File: src/rtl/io_bus_ctrl_if.sv
// CPU-side request/response bus plus the device-side select/ready bus of io_bus_ctrl.
// Handshake: the CPU pulses cpu_req for one cycle while cpu_busy is low; the controller answers
// with a one-cycle cpu_ack (cpu_err qualifies it). Devices see a one-cycle io_req with io_cs held
// until their io_rdy bit is seen or the wait times out.
interface io_bus_ctrl_if;
    logic        cpu_req;
    logic        cpu_rnw;
    logic [15:0] cpu_addr;
    logic [7:0]  cpu_wr_data;
    logic        cpu_busy;
    logic        cpu_ack;
    logic        cpu_err;
    logic [7:0]  cpu_rd_data;
    logic [7:0]  io_addr;
    logic [7:0]  io_wr_data;
    logic        io_rnw;
    logic [3:0]  io_cs;
    logic        io_req;
    logic [31:0] io_rd_data;
    logic [3:0]  io_rdy;
    logic [7:0]  err_count;

    // The controller is the slave of the CPU request stream.
    modport slave (
        input  cpu_req, cpu_rnw, cpu_addr, cpu_wr_data, io_rd_data, io_rdy,
        output cpu_busy, cpu_ack, cpu_err, cpu_rd_data, io_addr, io_wr_data,
        output io_rnw, io_cs, io_req, err_count
    );

    modport master (
        output cpu_req, cpu_rnw, cpu_addr, cpu_wr_data, io_rd_data, io_rdy,
        input  cpu_busy, cpu_ack, cpu_err, cpu_rd_data, io_addr, io_wr_data,
        input  io_rnw, io_cs, io_req, err_count
    );
endinterface

File: src/rtl/io_bus_ctrl.sv
// Bridges single-cycle CPU requests to four IO devices with per-device ready and a wait timeout.
// Window misses and timeouts complete with cpu_err and read data 8'hFF.
module io_bus_ctrl #(
    parameter logic [5:0] IO_BASE = 6'h3F,
    parameter logic [7:0] TIMEOUT = 8'd16
) (
    input  logic         clk,
    input  logic         reset_,
    io_bus_ctrl_if.slave bus,
    output logic [1:0]   dbg_state
);
    typedef enum logic [1:0] {
        IDLE  = 2'd0,
        ISSUE = 2'd1,
        WAIT  = 2'd2,
        RESP  = 2'd3
    } state_t;

    state_t     state;
    logic [1:0] sel;
    logic [7:0] tmo_cnt;
    logic       hit;
    logic       sel_rdy;
    logic [7:0] sel_data;

    assign hit       = (bus.cpu_addr[15:10] == IO_BASE);
    assign sel_rdy   = bus.io_rdy[sel];
    assign sel_data  = bus.io_rd_data[{sel, 3'b000} +: 8];
    assign dbg_state = state;

    always_ff @(posedge clk or negedge reset_) begin
        if (!reset_) begin
            state           <= IDLE;
            sel             <= 2'd0;
            tmo_cnt         <= 8'd0;
            bus.io_req      <= 1'b0;
            bus.io_cs       <= 4'b0000;
            bus.io_rnw      <= 1'b1;
            bus.io_addr     <= 8'd0;
            bus.io_wr_data  <= 8'd0;
            bus.cpu_ack     <= 1'b0;
            bus.cpu_err     <= 1'b0;
            bus.cpu_busy    <= 1'b0;
            bus.cpu_rd_data <= 8'd0;
            bus.err_count   <= 8'd0;
        end else begin
            bus.io_req  <= 1'b0;
            bus.cpu_ack <= 1'b0;
            bus.cpu_err <= 1'b0;
            case (state)
                IDLE: begin
                    if (bus.cpu_req) begin
                        bus.cpu_busy <= 1'b1;
                        if (hit) begin
                            state          <= ISSUE;
                            sel            <= bus.cpu_addr[9:8];
                            bus.io_addr    <= bus.cpu_addr[7:0];
                            bus.io_wr_data <= bus.cpu_wr_data;
                            bus.io_rnw     <= bus.cpu_rnw;
                            bus.io_cs      <= 4'b0001 << bus.cpu_addr[9:8];
                            bus.io_req     <= 1'b1;
                        end else begin
                            state           <= RESP;
                            bus.cpu_ack     <= 1'b1;
                            bus.cpu_err     <= 1'b1;
                            bus.cpu_rd_data <= 8'hFF;
                        end
                    end
                end
                ISSUE: begin
                    tmo_cnt <= 8'd0;
                    state   <= WAIT;
                end
                WAIT: begin
                    // Ready is checked before the timeout so a last-cycle answer still succeeds.
                    if (sel_rdy) begin
                        state       <= RESP;
                        bus.io_cs   <= 4'b0000;
                        bus.cpu_ack <= 1'b1;
                        if (bus.io_rnw) begin
                            bus.cpu_rd_data <= sel_data;
                        end
                    end else if (tmo_cnt == TIMEOUT - 8'd1) begin
                        state           <= RESP;
                        bus.io_cs       <= 4'b0000;
                        bus.cpu_ack     <= 1'b1;
                        bus.cpu_err     <= 1'b1;
                        bus.cpu_rd_data <= 8'hFF;
                    end else begin
                        tmo_cnt <= tmo_cnt + 8'd1;
                    end
                end
                RESP: begin
                    state        <= IDLE;
                    bus.cpu_busy <= 1'b0;
                    if (bus.cpu_err && bus.err_count != 8'hFF) begin
                        bus.err_count <= bus.err_count + 8'd1;
                    end
                end
                default: state <= IDLE;
            endcase
        end
    end
endmodule
File: src/flat_wrapper.sv
// flat-port wrapper written by rule: the top's interface ports become plain ports
module io_bus_ctrl_flat 
#(
    parameter logic [5:0] IO_BASE = 6'h3F,
    parameter logic [7:0] TIMEOUT = 8'd16
)
  (clk, reset_, dbg_state, bus_cpu_req, bus_cpu_rnw, bus_cpu_addr, bus_cpu_wr_data, bus_io_rd_data, bus_io_rdy, bus_cpu_busy, bus_cpu_ack, bus_cpu_err, bus_cpu_rd_data, bus_io_addr, bus_io_wr_data, bus_io_rnw, bus_io_cs, bus_io_req, bus_err_count);
  io_bus_ctrl_if bus_i ();
  input  logic clk;
  input  logic reset_;
  output logic [1:0] dbg_state;
  input wire logic [$bits(bus_i.cpu_req)-1:0] bus_cpu_req;
  input wire logic [$bits(bus_i.cpu_rnw)-1:0] bus_cpu_rnw;
  input wire logic [$bits(bus_i.cpu_addr)-1:0] bus_cpu_addr;
  input wire logic [$bits(bus_i.cpu_wr_data)-1:0] bus_cpu_wr_data;
  input wire logic [$bits(bus_i.io_rd_data)-1:0] bus_io_rd_data;
  input wire logic [$bits(bus_i.io_rdy)-1:0] bus_io_rdy;
  output wire logic [$bits(bus_i.cpu_busy)-1:0] bus_cpu_busy;
  output wire logic [$bits(bus_i.cpu_ack)-1:0] bus_cpu_ack;
  output wire logic [$bits(bus_i.cpu_err)-1:0] bus_cpu_err;
  output wire logic [$bits(bus_i.cpu_rd_data)-1:0] bus_cpu_rd_data;
  output wire logic [$bits(bus_i.io_addr)-1:0] bus_io_addr;
  output wire logic [$bits(bus_i.io_wr_data)-1:0] bus_io_wr_data;
  output wire logic [$bits(bus_i.io_rnw)-1:0] bus_io_rnw;
  output wire logic [$bits(bus_i.io_cs)-1:0] bus_io_cs;
  output wire logic [$bits(bus_i.io_req)-1:0] bus_io_req;
  output wire logic [$bits(bus_i.err_count)-1:0] bus_err_count;
  assign bus_i.cpu_req = bus_cpu_req;
  assign bus_i.cpu_rnw = bus_cpu_rnw;
  assign bus_i.cpu_addr = bus_cpu_addr;
  assign bus_i.cpu_wr_data = bus_cpu_wr_data;
  assign bus_i.io_rd_data = bus_io_rd_data;
  assign bus_i.io_rdy = bus_io_rdy;
  assign bus_cpu_busy = bus_i.cpu_busy;
  assign bus_cpu_ack = bus_i.cpu_ack;
  assign bus_cpu_err = bus_i.cpu_err;
  assign bus_cpu_rd_data = bus_i.cpu_rd_data;
  assign bus_io_addr = bus_i.io_addr;
  assign bus_io_wr_data = bus_i.io_wr_data;
  assign bus_io_rnw = bus_i.io_rnw;
  assign bus_io_cs = bus_i.io_cs;
  assign bus_io_req = bus_i.io_req;
  assign bus_err_count = bus_i.err_count;
  io_bus_ctrl #(.IO_BASE(IO_BASE), .TIMEOUT(TIMEOUT)) u_core (.clk(clk), .reset_(reset_), .bus(bus_i), .dbg_state(dbg_state));
endmodule
File: config.mk
export PLATFORM = sky130hd
export DESIGN_NAME = io_bus_ctrl_flat
export DESIGN_NICKNAME = d
export VERILOG_FILES = /design/src/rtl/io_bus_ctrl_if.sv /design/src/rtl/io_bus_ctrl.sv /design/src/flat_wrapper.sv
export SDC_FILE = /design/constraint.sdc
export NUM_CORES = 1
export LEC_CHECK = 0
export BUFFER_PORTS_ARGS = -buffer_cell sky130_fd_sc_hd__buf_4
export CAP_MARGIN = 20
export CORE_MARGIN = 4
export CORE_UTILIZATION = 52
export CTS_CLUSTER_DIAMETER = 50
export DETAILED_ROUTE_END_ITERATION = 7
export PLACE_DENSITY = 0.85
export SYNTH_ARGS = -nofsm -noshare
export SYNTH_HDL_FRONTEND = slang
export SYNTH_SLANG_ARGS = --single-unit
File: constraint.sdc
create_clock -name clk -period 5.9 [get_ports clk]
set_input_delay 0.295 -clock clk [delete_from_list [all_inputs] [get_ports clk]]
set_output_delay 0.295 -clock clk [all_outputs]
set_load 0.05 [all_outputs]
# Yosys cells after proc, flatten, opt, wreduce, memory -nomap -nowiden
# Index checks and enable logic that the tools add are counted.
[classes] n_addsub=2 n_lt_le_gt_ge=1 n_eq_ne=13 shifts=2 mux=33 n_reduce_logical=12
[ops] op="8-bit two-way mux" count=7
[ops] op="8-bit case mux with 2 select lines" count=2
[ops] op="32-bit by 6-bit variable part select with 8-bit output" count=1
[ops] op="8-bit by 1-bit adder with 8-bit output (second input constant)" count=2
[ops] op="4-bit two-way mux" count=4
[ops] op="1-bit two-way mux" count=10
[ops] op="8-bit by 4-bit == test with 1-bit output (second input constant)" count=1
[ops] op="2-bit two-way mux" count=4
[ops] op="2-bit != test (second input constant)" count=4
[ops] op="8-bit != test (second input constant)" count=1
[ops] op="2-bit case mux with 4 select lines" count=1
[ops] op="4-bit case mux with 2 select lines" count=1
[ops] op="6-bit == test (second input constant)" count=1
[ops] op="1-bit case mux with 2 select lines" count=3
[ops] op="2-bit AND reduction" count=3
[ops] op="3-bit AND reduction" count=2
[ops] op="2-bit nonzero test" count=3
[ops] op="5-bit AND reduction" count=1
[ops] op="2-bit == test (second input constant)" count=2
[ops] op="4-bit AND reduction" count=1
[ops] op="1-bit by 2-bit left shift with 4-bit output (first input constant)" count=1
[ops] op="2-bit by 3-bit less-than comparator with 1-bit output (second input constant)" count=1
[ops] op="3-bit by 1-bit != test with 1-bit output (second input constant)" count=1
[ops] op="3-bit by 2-bit != test with 1-bit output (second input constant)" count=1
[ops] op="other kinds (5)" count=5
[totals] ff_bits=53 input_bits=64 out_inout_bits=43 wordCells=76

# Depth between registers and ports, before layout
# Gate-level depths: netlist of run 1.
[depth] word_depth=4 ltp_mapped=7

# Least setup slack after synthesis of run 1
# OpenSTA, ideal clock, no wires.
[synth_timing] path_type="register -> register" start="register u_core.state[1] (netlist: u_core.dbg_state[1])" end="register u_core.bus.io_cs[0]" setup_time_ps=128 t_arrival_ps=2118 required_ps=5772 setup_slack_ps=3654 stages_incl_launch_ff=7 period_less_slack_ps=2246 cell_sequence="dfrtp_1 ha_1 clkbuf_1 inv_1 a211oi_2 or3_1 mux2_1"
[synth_between] elab_chain_cells=3 elab_cells_between_ends=8
[synth_rtl] item="from (decl)" line_no="io_bus_ctrl.sv:19" rtl="state_t state;"
[synth_rtl] item="from (signal assigned)" line_no="io_bus_ctrl.sv:33" rtl="state <= IDLE;"
[synth_rtl] item="from (signal assigned)" line_no="io_bus_ctrl.sv:55" rtl="state <= ISSUE;"
[synth_rtl] item="from (signal assigned)" line_no="io_bus_ctrl.sv:63" rtl="state <= RESP;"
[synth_rtl] item="2-bit == test / 2-bit zero test (equally long branches)" line_no="io_bus_ctrl.sv:50" rtl="case (state)"
[synth_rtl] item="3-bit by 1-bit != test with 1-bit output (no line), or another cell as far along"
[synth_rtl] item="4-bit AND reduction (no line)"
[synth_rtl] item="to (signal assigned)" line_no="io_bus_ctrl.sv:60" rtl="bus.io_cs <= 4'b0001 << bus.cpu_addr[9:8];"
[synth_rtl] item="to (decl)" line_no="io_bus_ctrl_if.sv:27" rtl="output io_rnw, io_cs, io_req, err_count"
# Parallel ways exist; a longest one is shown, timed or not.
# A chain may end at the register's enable or synchronous reset.

# Final worst setup path of run 1
[layout_timing] start="register u_core.sel[0]" end="register u_core.bus.io_cs[3]"
[layout_between] elab_chain_cells=4 elab_cells_between_ends=6
[layout_rtl] item="from (decl)" line_no="io_bus_ctrl.sv:20" rtl="logic [1:0] sel;"
[layout_rtl] item="from (signal assigned)" line_no="io_bus_ctrl.sv:56" rtl="sel <= bus.cpu_addr[9:8];"
[layout_rtl] item="1-bit binary-select mux with 2-bit select *" line_no="io_bus_ctrl.sv:27" rtl="assign sel_rdy = bus.io_rdy[sel];"
[layout_rtl] item="1-bit two-way mux (implied by the code) *" line_no="io_bus_ctrl.sv:27"
[layout_rtl] item="3-bit by 1-bit != test with 1-bit output (no line) / 4-bit two-way mux (equally long branches)"
[layout_rtl] item="4-bit AND reduction (no line) / 4-bit case mux with 2 select lines (equally long branches)"
# Every way passes the cells marked *; elsewhere a longest branch is shown, timed or not. The select of a mux whose other input is x is not followed.

==> results by stage, run 1 <==
Floorplanning:
- The die extent in x is 79.6 microns.
- Measured along the y axis, the die boundary spans 79.6 microns.
- The row count is 25.
- The I/O pin count is 107.
- The die outline area is 6340 sq um.
- The starting density of the core is 0.550.
- After floorplanning, the core was sized to cover 4850 sq um.

GRT:
- The initial antenna violation count came to 0.
- The global route total overflow is 0.
- The first global-routing pass estimated 10.7 mm of wire.
- The all-layer global routing usage is 0.215.
- The via count of the first global-routing pass came to 2207.
- The pin count of the biggest net entering global routing is 54.

Synthesis:
- In the post-synthesis netlist, the biggest area contributors are dfrtp_1, mux2_2, mux4_2.
- In the synthesized netlist the dominant register cell turns out to be dfrtp_1.
- The net count of the mapped netlist is 293.
- For this run, the number of Yosys warnings is 0.
- The number of distinct library cells after synthesis is 43.
- For this run, the register share of the synthesized area comes to 0.498.
- The post-synthesis area per instance is 11.9 sq um.
- The gate count after technology mapping is approximately 220.
- The share of synthesized area in the top cell type comes to 0.488.
- Yosys mapped a number of flops with a built-in enable equal to 0.
- The most area-hungry cell type in the Yosys netlist is dfrtp_1.
- The area of the mapped netlist is 2670 sq um.
- The number of register bits inferred by synthesis is 53.
- After synthesis, the share of flip-flops with an asynchronous set or reset is 1.00.

Critical path:
- The data arrival at the endpoint of the critical path is 2.77 ns.
- For the worst setup path, the data required time is 6.09 ns.
- The reg-to-reg startpoint is u_core.sel[0]$_DFFE_PN0P_.
- The length in cells of the worst reg-to-reg path is 4.
- The element type at the critical path start is a register.
- The worst setup path is captured at a register.
- Across all register-to-register paths, the minimum setup slack is 3.33 ns.
- By startpoint and endpoint, the worst setup path is classified as reg -> reg.
- Of all nets on the critical path, the largest fanout is 12.
- The reg-to-reg endpoint is u_core.bus.io_cs[3]$_DFFE_PN0P_.

CTS:
- The total number of clock tree sinks is 53.
- TritonCTS built the clock tree.
- The number of gates resized after CTS is 0.
- The tree is rooted in a clkbuf_8.
- Buffers added to address setup during post-CTS repair amount to 0.
- The clock transition at the registers of the reported paths is about 0.090 ns.
- The maximum clock insertion buffer count is 2.
- The CTS buffer count is 5.
- The hold buffer count at CTS is 0.
- The clock reaches the later pin of the worst-skew pair after 0.30 ns.
- The H-tree generated during clock tree synthesis spans 2 levels.

Detailed routing:
- The aggregate routed wire length is roughly 6.4 mm.
- Detailed routing placed a total of 674 microns of wire on met3.
- Summed over all nets, wire length on met2 after detailed routing comes to about 3.0 mm.
- The count of vias placed by the detailed router is around 2100.
- The length of the first detailed-routing pass in iterations is 4.
- In the routed design, unresolved DRC markers number 0.
- The number of vias per cell is ~5.4.
- The detailed router put a total of around 2.6 mm of wire on met1.
- The uppermost layer routed is met4.
- Dividing the detail-routed wire length by the instance count gives roughly 16 microns.
- The residual antenna-violating net count after detailed routing is 0.
- The initial DRC count is 117.

Placed design:
- The worst setup slack after placement is 3.30 ns.
- After detailed placement, the total cell area comes to roughly 3500 sq um.
- Buffers placed on the I/O ports in this run total 106.
- Once detailed placement completed, the half-perimeter wirelength came to 4.97 mm.
- At the end of routability-driven placement, the weighted congestion stood at 0.798.

Cells and area:
- The final instance area is 3650 sq um.
- The post-synthesis to final-layout area growth is 36.8%.
- Summing all multi-input logic gate instances after layout gives 1270 sq um.
- The ratio of cells with drive above 1 in the final layout is 0.453.
- The register area is 1330 sq um.
- The final layout net count is about 400.
- The antenna diode count is 0.
- Fill cells in the final layout number 353.

STA:
- The clock tree skew after final layout is between 0.007 and 0.008 ns.
- The total count of hold-check failures in the final report is 0.
- Based on the critical path, the design can be clocked at up to 388 MHz.
- The final critical path time including I/O delays and setup is 2.57 ns.
- The transition time at the pin with the least slew margin is 0.701 ns.
- The setup-violating endpoint count in the final report is 0.
- The headroom to the max-slew limit is 0.529.
- The ratio of final minimum period to clock period is 0.436.
- For the final routed database, the setup TNS stands at 0 ns.
- The worst setup slack after layout is about 3.3 ns.
- The max-slew violation count is 0.
- Setup repair after global routing left no endpoint under its margin.

Status:
- The flow ran to the end, and the final reports show no timing, DRC or antenna violations.

Power and ir drop:
- The share of power burned in combinational logic is 0.510.
- The leakage power is 1.80 nW.
- Of the total power, the share spent switching nets is 0.450.
- In this run the power density over the cells is approximately 430 nW/um^2.
- The fraction of power consumed by the clock network is 0.156.
- The internal portion of the total power is 0.000854 W.
- The worst-case IR drop observed on VDD is 0.329 mV.
- The switching power is 0.000700 W.
- The share of total power dissipated in sequential elements is 0.334.

Run:
- The tool flagged a number of max-cap violations equal to 0.

Min path:
- The class of the most critical hold timing path is in -> async.
per-layer routing:
layer	vias up	global-route usage
li1	1034	-
met1	1008	0.278
met2	97	0.346
met3	9	0.0734
met4	0	0.0533
met5	-	0
sequential cells by signal (all words and copies together), names as in the netlist:
name / count
u_core.bus.cpu_ack: 1
u_core.bus.io_addr: 8
u_core.bus.io_rnw: 1
u_core.bus.cpu_err: 1
u_core.bus.io_cs: 4
u_core.bus.err_count: 8
u_core.bus.io_req: 1
u_core.bus.cpu_busy: 1
u_core.sel: 2
u_core.dbg_state: 2
u_core.bus.io_wr_data: 8
u_core.tmo_cnt: 8
u_core.bus.cpu_rd_data: 8
through the flow:
step,total power [W],instances,util,hold WS (ns)
6_report,0.00155,400,0.753,0.0147
3_5_place_dp,0.00132,392,0.730,0.371
2_1_floorplan,0.00107,224,-,-0.000591
5_1_grt,0.00165,400,0.753,0.0604
4_1_cts,0.00157,400,0.753,0.0289
3_3_place_gp,0.00131,392,0.730,0.370
worst max path at each step:
stage | startpoint | end | cells past startpoint
finish | u_core.sel[0]$_DFFE_PN0P_ | u_core.bus.io_cs[3]$_DFFE_PN0P_ | 4
global route | u_core.sel[0]$_DFFE_PN0P_ | u_core.bus.io_cs[1]$_DFFE_PN0P_ | 4
CTS | u_core.sel[0]$_DFFE_PN0P_ | u_core.bus.io_cs[3]$_DFFE_PN0P_ | 4
detailed placement | u_core.sel[0]$_DFFE_PN0P_ | u_core.bus.io_cs[0]$_DFFE_PN0P_ | 4
global placement | u_core.sel[0]$_DFFE_PN0P_ | u_core.bus.io_cs[2]$_DFFE_PN0P_ | 4
floorplan | u_core.dbg_state[1]$_DFFE_PN0P_ | u_core.bus.io_cs[0]$_DFFE_PN0P_ | 6
Yosys cell counts, types with 2 or more instances:
cell type,number
nor3_1,4
nor4_4,2
o221ai_1,2
o31a_1,2
o21ai_0,3
o31ai_1,3
nor2_1,14
xnor2_1,2
and3_1,2
mux2_1,4
o211ai_1,3
nor4_1,2
nand3_1,11
mux2i_1,10
xor2_1,5
a21oi_1,3
nand2_1,20
mux4_2,9
a2bb2oi_1,2
inv_1,15
ha_1,5
nor3b_1,2
o21ai_1,3
dfrtp_1,52
mux2_2,20
clkbuf_1,5
or3_1,2
or4_1,2
kinds of logic (layout without fill, tap and decap cells):
kind of cell / Yosys count / count (layout) / synth area share
compound gates: 29 / 29 / 0.0811
xor+xnor: 7 / 7 / 0.0230
fa+ha+maj: 5 / 5 / 0.0235
buf+inv: 21 / 130 / 0.0295
flops: 53 / 53 / 0.498
mux: 43 / 43 / 0.215
simple gates: 66 / 66 / 0.130
worst max-delay path, cell delays in order (launching register included):
cell and delay (ns):
dfrtp_1 0.75, mux4_2 0.70, a211oi_2 0.41, or3_1 0.27, mux2_1 0.34
cell usage in the layout (no fill, tap or decap), drive strengths merged:
| master | count |
|---|---|
| a21o | 1 |
| o21ai | 6 |
| o21bai | 1 |
| mux2i | 10 |
| nand3 | 11 |
| nor3 | 4 |
| o221ai | 2 |
| or3b | 1 |
| or2 | 2 |
| o21a | 1 |
| bufinv | 1 |
| o31a | 2 |
| nor4 | 4 |
| and3 | 2 |
| nand2 | 20 |
| a211oi | 1 |
| mux4 | 9 |
| xnor2 | 2 |
| dfrtp | 52 |
| a2bb2oi | 2 |
| o211ai | 3 |
| nand3b | 1 |
| nor3b | 2 |
| mux2 | 24 |
| ha | 5 |
| buf | 107 |
| clkbuf | 6 |
| nand4 | 1 |
| o31ai | 3 |
| or4 | 2 |
| o22ai | 1 |
| clkinv | 1 |
| a21oi | 3 |
| inv | 15 |
| xor2 | 5 |
| a21boi | 1 |
| o311ai | 2 |
| dfstp | 1 |
| or3 | 2 |
| nor2 | 14 |
cell type report:
type / instances / area share
clock buffer: 6 / 0.0199
inverter: 15 / 0.0154
sequential: 53 / 0.364
tap: 67 / 0.0230
multi-input combinational: 150 / 0.347
timing repair buffer: 107 / 0.220
clock inverter: 2 / 0.0106
power by group through the flow:
| stage | clock network (W) | logic (W) | registers [W] |
|---|---|---|---|
| after global placement | 0 | 0.000783 | 0.000524 |
| after CTS | 0.000249 | 0.000800 | 0.000520 |
| after floorplan | 0 | 0.000288 | 0.000785 |
| after detailed placement | 0 | 0.000797 | 0.000527 |
| final | 0.000242 | 0.000793 | 0.000520 |
| after global routing | 0.000265 | 0.000851 | 0.000535 |
Power figures use the tool's default switching activity.
==> run 2: changes to the inputs <==
Settings changed: ABC_AREA set to 1, CORE_UTILIZATION 52 to 49, PLACE_DENSITY 0.85 to 0.8.
Clock period 5.9 ns to 2.6 ns, I/O delays scaled along.
==> results by stage, run 2 <==
Detailed routing:
- The count of vias placed by the detailed router is 2654 (was 2148).
- The detailed-route DRC error count is 0 (unchanged).
- The residual antenna-violating net count after detailed routing is 0 (unchanged).
- The number of vias per cell is 5.09 (was 5.37).
- The initial DRC count came to 95 (was 117).
- The routed wire length per instance is 13.8 microns (was 16.0 microns).
- The aggregate routed wire length is 7.20 mm (was 6.40 mm).
- The length of the first detailed-routing pass in iterations was 4 (unchanged).

Synthesis:
- The net count of the mapped netlist came to 411 (was 293).
- The number of register bits inferred by synthesis is 53 (unchanged).
- The main combinational cell family by area after synthesis is simple AND/OR/NAND/NOR gates (was multiplexers).
- The number of distinct library cells after synthesis is 30 (was 43).
- The count of synthesis-stage warnings from yosys is 0 (unchanged).
- The proportion of synthesized area in mux cells came to 0 (was 0.215).
- The gate count after technology mapping is 342 (was 224).
- The most frequent cell after synthesis is nand2_1 (was dfrtp_1).
- The proportion of netlist area held by the largest area contributor is 0.466 (was 0.488).
- The count of flip-flops with a built-in enable after synthesis came to 0 (unchanged).
- The area of the mapped netlist was 2790 sq um (was 2670 sq um).
- The sequential cell area fraction in the yosys report is 0.476 (was 0.498).
- The synthesized-area fraction occupied by ao, oa, aoi and oai cells is 0.119 (was 0.0811).
- The share of async-settable or async-resettable flops after synthesis was 1.00 (unchanged).
- The most area-hungry cell type in the Yosys netlist was dfrtp_1 (unchanged).
- The post-synthesis area per instance is 8.16 sq um (was 11.9 sq um).
- The post-synthesis share of cell area spent on full adders, half adders and majority gates is 0.0224 (was 0.0235).
- Post-synth top cells: nand2_1, dfrtp_1, o21ai_0, inv_1, nor2_1 (was dfrtp_1, mux2_2, nand2_1, inv_1, nor2_1).
- The most used flip-flop cell after synthesis was dfrtp_1 (unchanged).
- Cells taking the most area after synthesis: dfrtp_1, nand2_1, o21ai_0 (was dfrtp_1, mux2_2, mux4_2).
- The post-synthesis share of cell area spent on and, or, nand and nor gates is 0.286 (was 0.130).
- The share of the synthesized netlist area taken by xor and xnor gates came to 0.0314 (was 0.0230).

CTS:
- The clock transition at the registers of the reported paths is 0.10 ns (was 0.09 ns).
- The maximum clock insertion buffer count came to 2 (unchanged).
- The total number of clock tree sinks came to 53 (unchanged).
- The number of gates resized after CTS is 0 (unchanged).
- The clock tree from TritonCTS is yes (unchanged).
- The H-tree depth is 2 (unchanged).
- The clock latency reported for the late side of the worst-skew pair is 0.31 ns (was 0.30 ns).
- The CTS buffer count is 5 (unchanged).
- The number of buffers added for setup after CTS is 0 (unchanged).
- The cell at the root of the clock tree is clkbuf_8 (unchanged).

Power and ir drop:
- The leakage power is 1.99 nW (was 1.80 nW).
- The power density over cell area came to 982 nW/um^2 (was 426 nW/um^2).
- The worst-case vdd ir drop is 0.509 mV (was 0.329 mV).
- The post-route total power is 0.00370 W (was 0.00155 W).

STA:
- Setup repair after global routing missed its margin: no (unchanged).
- The maximum clock frequency is 517 MHz (was 388 MHz).
- The summed negative setup slack over all endpoints is 0 ns (unchanged).
- The max-slew violation count came to 0 (unchanged).
- The ratio of final minimum period to clock period came to 0.744 (was 0.436).
- The total count of hold-check failures in the final report is 0 (unchanged).
- The setup-violating endpoint count in the final report came to 0 (unchanged).
- The final critical path time including I/O delays and setup is 1.94 ns (was 2.57 ns).
- The transition time at the pin with the least slew margin was 0.657 ns (was 0.701 ns).
- The headroom to the max-slew limit is 0.562 (was 0.529).
- The clock tree skew after final layout is 0.00642 ns (was 0.00730 ns).

Floorplanning:
- The I/O pin count is 107 (unchanged).
- The die outline area is 6970 sq um (was 6340 sq um).
- The die height is 83.5 microns (was 79.6 microns).
- The placeable core area is 5510 sq um (was 4850 sq um).
- The starting density of the core is 0.507 (was 0.550).
- The row count is 27 (was 25).
- The die extent in x is 83.5 microns (was 79.6 microns).

GRT:
- The initial antenna violation count is 0 (unchanged).
- The all-layer global routing usage came to 0.212 (was 0.215).
- The pin count of the biggest net entering global routing was 54 (unchanged).
- The via count of the first global-routing pass is 2659 (was 2207).
- The wire length of the first global-routing pass is 12.3 mm (was 10.7 mm).
- The global route total overflow is 0 (unchanged).

Critical path:
- The sum of buffers and inverters on the critical path is 1 (was 0).
- The cell family with the largest share of critical-path delay is simple AND/OR/NAND/NOR gates (was multiplexers).
- The data required time of the worst path was 2.79 ns (was 6.09 ns).
- List of cells traversed by the critical path: inv_2, nand2_1, nand3_2, nand2_4, nand2_1, nand2_1, nand2_2, nand2_1, o21ai_1 (was mux4_2, a211oi_2, or3_1, mux2_1).
- The maximum fanout count along the critical path is 20 (was 12).
- The capturing element type of the critical path is a register (unchanged).
- The highest-delay cell along the critical path is dfrtp_1 (unchanged).
- The worst stage delay on the critical path came to 0.71 ns (was 0.75 ns).
- The type of the worst setup path is reg -> reg (unchanged).
- The data arrival at the endpoint of the critical path is 2.13 ns (was 2.77 ns).
- The cell repeated most along the worst path is nand2_1.
- The element type at the critical path start is a register (unchanged).

Status:
- Status: finished, final reports clean (unchanged).

Cells and area:
- The final layout net count came to 517 (was 401).
- The antenna diode count is 0 (unchanged).
- The commonest non-fill, non-tap cell in the layout is nand2_1 (was buf_4).
- The post-synthesis to final-layout area growth is 35.1% (was 36.8%).
- The ratio of cells with drive above 1 in the final layout is 0.307 (was 0.453).
- Commonest non-fill, non-tap cells in the layout: nand2_1, buf_4, dfrtp_1 (was buf_4, dfrtp_1, nand2_1, mux2_2, inv_1).

Placed design:
- The global placement routability congestion is 0.855 (was 0.798).
- The detailed placement HPWL is 5.37 mm (was 4.97 mm).
- The count of input and output buffers is 106 (unchanged).

Min path:
- The class of the most critical hold timing path is in -> reg (was in -> async).

Run:
- The count of max-cap constraint violations was 0 (unchanged).
==> run 2: power by group <==
part	switching, W	leakage [nW]	internal [W]	total, W
registers	0.000151	0.696	0.00102	0.00118
clock network	0.000273	0.0574	0.000313	0.000586
logic	0.00134	1.24	0.000602	0.00194
total	0.00176	1.99	0.00194	0.00370
==> run 2: through the flow <==
step                instances  hold slack, ns  worst slack, ns  cell area (sq um)  utilization
floorplan                 342          -0.166            0.817               2790            -
global placement          512           0.202            0.788               3640        0.661
detailed placement        512           0.206            0.705               3640        0.661
CTS                       521         0.00334            0.676               3770        0.685
global route              521         0.00482            0.442               3770        0.685
finish                    521         0.00756            0.665               3770        0.685
==> run 2: path summary, 6_finish.rpt <==
check	start	to	slack (ns)	cells after the start
min in group asynchronous	reset_	u_core.bus.err_count[5]$_DFFE_PN0P_	0.39	2
max in group asynchronous	reset_	u_core.tmo_cnt[4]$_DFFE_PN0P_	1.77	2
hold reg to reg	u_core.bus.io_wr_data[6]$_DFFE_PN0P_	u_core.bus.io_wr_data[6]$_DFFE_PN0P_	0.49	2
hold / removal	bus_cpu_addr[2]	u_core.bus.io_addr[2]$_DFFE_PN0P_	0.008	3
setup / recovery	u_core.sel[0]$_DFFE_PN0P_	u_core.tmo_cnt[6]$_DFFE_PN0P_	0.66	9
setup reg to reg	u_core.sel[0]$_DFFE_PN0P_	u_core.tmo_cnt[6]$_DFFE_PN0P_	0.66	9
==> run 2: timing repair <==
action / CTS / global route
setup endpoints to repair: 0 / 0
hold buffers: 1 / 0
endpoints found under the hold margin: 52 / 0
==> run 2: final cells by class <==
type | instances | area (sq um)
clock buffers | 6 | 82.6
fillers | 433 | 1730
clock inverters | 2 | 37.5
flip-flops and latches | 53 | 1330
multi-input cells | 244 | 1280
inverters | 35 | 131
repair buffers | 109 | 821
well taps | 72 | 90.1
==> run 2: kinds of logic after synthesis <==
kind of cell	after synthesis
AO/OA/AOI/OAI	55
buffers and inverters	45
AND/OR/NAND/NOR	174
flip-flops	53
XOR/XNOR	10
adder cells (fa/ha/maj)	5
==> run 2: tightest hold or removal path, cell delays in order <==
cell     delay (ns)
buf_4          0.08
nand2_1        0.04
nand2_1        0.04
==> run 2: layer usage <==
metal,up-vias,global-route usage,wire (microns)
met2,91,0.356,3570
met3,9,0.0513,520
li1,1316,-,-
met4,0,0.0614,95
met1,1238,0.274,3010
met5,-,0,0
